===== config.mk =====
export PLATFORM = sky130hd
export DESIGN_NAME = spi_p2s_shifter_flat
export DESIGN_NICKNAME = d
export VERILOG_FILES = /design/src/rtl/spi_pkg.sv /design/src/rtl/spi_p2s_shifter_if.sv /design/src/rtl/spi_tx_hold_reg.sv /design/src/rtl/spi_p2s_shifter.sv /design/src/flat_wrapper.sv
export SDC_FILE = /design/constraint.sdc
export NUM_CORES = 1
export LEC_CHECK = 0
export ABC_AREA = 1
export CAP_MARGIN = 20
export CORE_MARGIN = 1
export CORE_UTILIZATION = 52
export CTS_BUF_LIST = sky130_fd_sc_hd__clkbuf_4
export CTS_CLUSTER_SIZE = 40
export DETAILED_ROUTE_END_ITERATION = 8
export GPL_TIMING_DRIVEN = 0
export PLACE_DENSITY = 0.77
export SLEW_MARGIN = 20
export SYNTH_ARGS = -nofsm -noshare
export SYNTH_HDL_FRONTEND = slang
export SYNTH_SLANG_ARGS = --single-unit
export TNS_END_PERCENT = 100

===== constraint.sdc =====
create_clock -name clk -period 1.58 [get_ports clk]
set_clock_uncertainty 0.15 [all_clocks]
set_input_delay 0.395 -clock clk [delete_from_list [all_inputs] [get_ports clk]]
set_output_delay 0.395 -clock clk [all_outputs]
set_load 0.02 [all_outputs]

===== src/rtl/spi_pkg.sv =====
// Shared SPI definitions used by the transmit (P2S) and receive (S2P) paths.
package spi_pkg;

    localparam int unsigned SPI_DATA_WIDTH = 8;

    typedef enum logic {
        IDLE,
        SHIFT
    } p2s_state_t;

endpackage


===== src/rtl/spi_p2s_shifter_if.sv =====
// Transmit-word handshake between the data source (master) and the shifter (slave).
interface spi_p2s_shifter_if
    import spi_pkg::*;
#(
    parameter int unsigned DATA_WIDTH = SPI_DATA_WIDTH
) ();

    logic                  tx_valid;
    logic [DATA_WIDTH-1:0] tx_data;
    logic                  tx_ready;

    modport master (output tx_valid, output tx_data, input tx_ready);
    modport slave  (input tx_valid, input tx_data, output tx_ready);

endinterface


===== src/rtl/spi_tx_hold_reg.sv =====
// One-entry holding register: accepts a word on valid/ready, releases it on pop.
module spi_tx_hold_reg #(
    parameter int unsigned DATA_WIDTH = 8
) (
    input  logic                  clk,
    input  logic                  rst_n,
    input  logic                  push_valid,
    input  logic [DATA_WIDTH-1:0] push_data,
    output logic                  push_ready,
    input  logic                  pop,
    output logic                  full,
    output logic [DATA_WIDTH-1:0] data
);

    logic accept;

    assign push_ready = !full;
    assign accept     = push_valid && !full;

    // NOTE: sequential state uses non-blocking assignments so every flop samples pre-edge values.
    always_ff @(posedge clk or negedge rst_n) begin
        if (!rst_n) begin
            full <= 1'b0;
        end else if (accept) begin
            full <= 1'b1;
        end else if (pop) begin
            full <= 1'b0;
        end
    end

    // NOTE: the data word is not reset; full alone decides whether it is meaningful.
    always_ff @(posedge clk) begin
        if (accept) begin
            data <= push_data;
        end
    end

endmodule


===== src/rtl/spi_p2s_shifter.sv =====
// SPI slave transmit path: serialises held words onto MISO, one bit per shift_en strobe.
module spi_p2s_shifter
    import spi_pkg::*;
#(
    parameter int unsigned DATA_WIDTH = SPI_DATA_WIDTH,
    parameter bit          MSB_FIRST  = 1'b1,
    parameter logic        IDLE_LEVEL = 1'b0
) (
    input  logic                    clk,
    input  logic                    rst_n,
    spi_p2s_shifter_if.slave        tx,
    input  logic                    shift_en,
    output logic                    MISO,
    output logic                    busy,
    output logic                    done,
    output logic                    underrun,
    input  logic                    underrun_clr
);

    localparam int unsigned          CNT_W    = $clog2(DATA_WIDTH);
    localparam logic [CNT_W-1:0]     CNT_LOAD = CNT_W'(DATA_WIDTH - 2);

    p2s_state_t            state_q, state_d;
    logic [DATA_WIDTH-1:0] shift_q;
    logic [CNT_W-1:0]      bit_cnt_q;
    logic                  hold_full;
    logic [DATA_WIDTH-1:0] hold_data;
    logic                  load, shift_bit, last, starve;

    spi_tx_hold_reg #(.DATA_WIDTH(DATA_WIDTH)) u_hold (
        .clk        (clk),
        .rst_n      (rst_n),
        .push_valid (tx.tx_valid),
        .push_data  (tx.tx_data),
        .push_ready (tx.tx_ready),
        .pop        (load),
        .full       (hold_full),
        .data       (hold_data)
    );

    assign busy = (state_q == SHIFT);

    always_ff @(posedge clk or negedge rst_n) begin
        if (!rst_n) state_q <= IDLE;
        else        state_q <= state_d;
    end

    // NOTE: every always_comb output gets a default first so no path can infer a latch.
    always_comb begin
        state_d   = state_q;
        load      = 1'b0;
        shift_bit = 1'b0;
        last      = 1'b0;
        starve    = 1'b0;
        case (state_q)
            IDLE: begin
                if (shift_en) begin
                    if (hold_full) begin
                        load    = 1'b1;
                        state_d = SHIFT;
                    end else begin
                        starve  = 1'b1;
                    end
                end
            end
            SHIFT: begin
                if (shift_en) begin
                    shift_bit = 1'b1;
                    if (bit_cnt_q == '0) begin
                        last    = 1'b1;
                        state_d = IDLE;
                    end
                end
            end
            default: state_d = IDLE;
        endcase
    end

    // The shift register always presents the next bit at the end selected by MSB_FIRST.
    always_ff @(posedge clk or negedge rst_n) begin
        if (!rst_n) begin
            MISO      <= IDLE_LEVEL;
            shift_q   <= '0;
            bit_cnt_q <= '0;
            done      <= 1'b0;
        end else begin
            done <= last;
            if (load) begin
                MISO      <= MSB_FIRST ? hold_data[DATA_WIDTH-1] : hold_data[0];
                shift_q   <= MSB_FIRST ? (hold_data << 1) : (hold_data >> 1);
                bit_cnt_q <= CNT_LOAD;
            end else if (shift_bit) begin
                MISO    <= MSB_FIRST ? shift_q[DATA_WIDTH-1] : shift_q[0];
                shift_q <= MSB_FIRST ? (shift_q << 1) : (shift_q >> 1);
                if (!last) begin
                    bit_cnt_q <= bit_cnt_q - CNT_W'(1);
                end
            end else if (starve) begin
                MISO <= IDLE_LEVEL;
            end
        end
    end

    always_ff @(posedge clk or negedge rst_n) begin
        if (!rst_n) begin
            underrun <= 1'b0;
        end else if (starve) begin
            underrun <= 1'b1;
        end else if (underrun_clr) begin
            underrun <= 1'b0;
        end
    end

endmodule


===== src/flat_wrapper.sv =====
// flat-port wrapper written by rule: the top's interface ports become plain ports
module spi_p2s_shifter_flat import spi_pkg::*;
#(
    parameter int unsigned DATA_WIDTH = SPI_DATA_WIDTH,
    parameter bit          MSB_FIRST  = 1'b1,
    parameter logic        IDLE_LEVEL = 1'b0
)
  (clk, rst_n, shift_en, MISO, busy, done, underrun, underrun_clr, tx_tx_valid, tx_tx_data, tx_tx_ready);
  spi_p2s_shifter_if #(.DATA_WIDTH(DATA_WIDTH)) tx_i ();
  input  logic clk;
  input  logic rst_n;
  input  logic shift_en;
  output logic MISO;
  output logic busy;
  output logic done;
  output logic underrun;
  input  logic underrun_clr;
  input wire logic [$bits(tx_i.tx_valid)-1:0] tx_tx_valid;
  input wire logic [$bits(tx_i.tx_data)-1:0] tx_tx_data;
  output wire logic [$bits(tx_i.tx_ready)-1:0] tx_tx_ready;
  assign tx_i.tx_valid = tx_tx_valid;
  assign tx_i.tx_data = tx_tx_data;
  assign tx_tx_ready = tx_i.tx_ready;
  spi_p2s_shifter #(.DATA_WIDTH(DATA_WIDTH), .MSB_FIRST(MSB_FIRST), .IDLE_LEVEL(IDLE_LEVEL)) u_core (.clk(clk), .rst_n(rst_n), .tx(tx_i), .shift_en(shift_en), .MISO(MISO), .busy(busy), .done(done), .underrun(underrun), .underrun_clr(underrun_clr));
endmodule

==> impl_metrics.py <==
metrics = {
    "timing": {
        "worst_pin_slew_ns": 0.6585,
        "rsz0062_at_grt": "no",
        "fin_crit_sh": 0.9750,
        "hold_viol_final": 0,
        "finalSetupViolCount": 0,
        "slew_viol_final": 0,
        "hold_slack_ns": 0.3175,
        "max_slew_margin": 0.5596,
        "layout_min_cycle_time_ns": 1.540,
        "achievable-frequency_ghz": 0.6492,
    },
    "hold_path": {
        "min-delay-start": "u_core.u_hold.data[0]$_DFFE_PP_",
        "min_to": "u_core.shift_q[1]$_DFFE_PN0P_",
        "min_path_type": "reg2reg",
        "hold_depth": 2,
    },
    "worst_setup_path": {
        "worstRegToRegCells": 7,
        "start_kind": "flip-flop",
        "end_kind": "primary output",
        "crit_path_top_delay_cell": "dfrtp_1",
        "crit_path_cell_trace": "clkdlybuf4s15_1",
        "max_stage_delay_ns": 0.40,
        "worst-path-buf-inv": 1,
        "worstReg2RegEnd": "u_core.bit_cnt_q[0]$_DFFE_PN0P_",
        "crit_type": "reg2out",
        "crit_path_start": "u_core.MISO$_DFFE_PN0P_",
        "cp.required_ns": 1.03,
        "critical_path_arrival_ns": 1.00,
        "crit-reg2reg-launch": "u_core.bit_cnt_q[0]$_DFFE_PN0P_",
        "r2r_setup_slack_ns": 0.21,
        "path_delay_family": "flip-flops",
        "crit_fanout": 2,
    },
    "yosys": {
        "syn-mean-instance-area_um2": 10.01,
        "ys_types": 14,
        "ys_seq_area_frac": 0.6474,
        "yosys_warnings": 0,
        "synthArstFlopShare": 0.6522,
        "synth_nets": 110,
        "synth-seq-cells": 23,
        "netlist_area_um2": 950.9,
        "ys.flop_type": "dfrtp_1",
        "synthCells": 95,
        "synth_edf_count": 8,
    },
    "layout": {
        "syn_to_final_growth_pct": 24.34,
        "final_common_cell": "nand2_1",
        "fillers": 150,
        "mostFrequentLayoutCells": "36 x nand2_1, 14 x dfrtp_1, 12 x clkdlybuf4s50_1",
        "layout.cells.non_filler": 142,
        "antenna_cells": 0,
        "drive_gt1_frac": 0.1453,
        "final_nets": 133,
        "multi_input_area_um2": 290.3,
        "regArea_um2": 616.8,
    },
    "global_routing": {
        "grt_pass1_wl_um": 2704,
        "antenna_found_initial": 0,
        "grt-ovfl-total": 0,
        "grt_use_total": 0.1885,
        "grt_max_degree": 16,
        "grt_pass1_vias": 667,
    },
    "run": {
        "cap_violations": 0,
    },
    "placed_design": {
        "place_congestion": 0.7906,
        "portBuffers": 17,
        "post-place-cells": 137,
        "dp_hpwl_um": 1132,
    },
    "routing": {
        "routed_wl_um": 1541,
        "remaining_drc_errors": 0,
        "vias": 690,
        "via_per_inst": 4.859,
        "first_pass_iters": 4,
        "wire_per_inst_um": 10.85,
        "dr.first_iter.drc_count": 22,
        "antenna_left": 0,
    },
    "cts": {
        "clk_latency_ns": 0.30,
        "cts_inserted_buffers": 3,
        "htreeDepth": 1,
        "clkSinkCount": 23,
        "clk_path_buf_depth": 2,
        "cts_tree": "yes",
        "clk_pin_slew_ns": 0.12,
        "cts_hold_buffers": 0,
        "cts_root_buf": "clkbuf_4",
    },
    "floorplanning": {
        "die_y_um": 44.77,
        "start_util": 0.5507,
        "die_w_um": 44.77,
        "core-area_um2": 1727,
        "std_cell_rows": 15,
        "io_pins": 18,
        "die_area_um2": 2004,
    },
    "power": {
        "vdd_drop_max_v": 0.0008946,
        "powerDensity_nw_per_um2": 1678,
        "p_leak_nw": 0.5612,
    },
    "status": {
        "status": "completed",
    },
}
-- registers in the layout, indices dropped and copies added, names as in the netlist --
name                flops
u_core.u_hold.data      8
u_core.bit_cnt_q        3
u_core.u_hold.full      1
u_core.underrun         1
u_core.MISO             1
u_core.busy             1
u_core.shift_q          7
u_core.done             1
-- worst reg2reg max path: cells and delay by family (launching register included) --
family                   cells  cell delay [ns]
adder cells (fa/ha/maj)      1             0.16
buffers and inverters        1             0.09
flip-flops                   1             0.41
AND/OR/NAND/NOR              5             0.46
-- cell type report --
| type | count | share of cell area |
|---|---|---|
| clock buffers | 4 | 0.02540 |
| inverters | 12 | 0.03810 |
| multi-input cells | 60 | 0.2455 |
| flip-flops and latches | 23 | 0.5217 |
| well taps | 25 | 0.02646 |
| repair buffers | 18 | 0.1429 |
-- how the worst max path moves through the flow --
stage	slack [ns]	endpoint	cells past startpoint
final	0.04	MISO	1
after global routing	0.0003	underrun	1
after CTS	0.002	MISO	1
after detailed placement	-0.22	u_core.bit_cnt_q[0]$_DFFE_PN0P_	6
after global placement	-0.20	u_core.bit_cnt_q[0]$_DFFE_PN0P_	6
after floorplan	0.25	u_core.u_hold.data[0]$_DFFE_PP_	3
-- synthesized netlist by cell type, types with 2 or more instances --
cell type	count	area (um^2)
nand2_2	2	12.51
nor2_1	2	7.510
edfxtp_1	8	240.2
inv_2	3	11.26
nand2_1	36	135.1
nand3_1	11	55.05
inv_1	9	33.78
ha_1	2	25.02
dfrtp_1	15	375.4
o21ai_0	3	15.01
-- routing by layer --
metal	up-vias	wire, um	track usage
met5	-	0	0
met4	0	23	0.09091
met3	4	69	0.02400
met2	21	777	0.3471
met1	317	671	0.2149
li1	348	-	-
-- what timing repair did --
item,4_1_cts,5_1_grt
buffers inserted,1,0
resized for setup,10,5
gates cloned,0,0
endpoints found under the setup margin,5,4
-- kinds of logic (layout without fill, tap and decap cells) --
group | after synthesis | count (layout) | share of synthesized area
AO/OA/AOI/OAI | 4 | 4 | 0.02368
AND/OR/NAND/NOR | 54 | 54 | 0.2553
buffers and inverters | 12 | 34 | 0.04737
flip-flops | 23 | 23 | 0.6474
adder cells (fa/ha/maj) | 2 | 2 | 0.02631
-- per-stage QoR --
step           setup WS (ns)  setup TNS [ns]  instance area [um^2]    util  power [mW]
2_1_floorplan         0.2549               0                 950.9       -       1.457
3_3_place_gp         -0.1951          -2.314                  1152  0.6674       1.679
5_1_grt            0.0003264               0                  1182  0.6848       2.138
6_report             0.03955               0                  1182  0.6848       1.984
4_1_cts             0.002453               0                  1182  0.6848       1.985
3_5_place_dp         -0.2211          -2.490                  1152  0.6674       1.730
-- power breakdown --
| group | internal [mW] | total, mW | switching, mW |
|---|---|---|---|
| registers | 0.833 | 0.950 | 0.117 |
| logic | 0.291 | 0.757 | 0.465 |
| clock network | 0.115 | 0.277 | 0.161 |
| total | 1.24 | 1.98 | 0.744 |
Power figures use the tool's default switching activity.
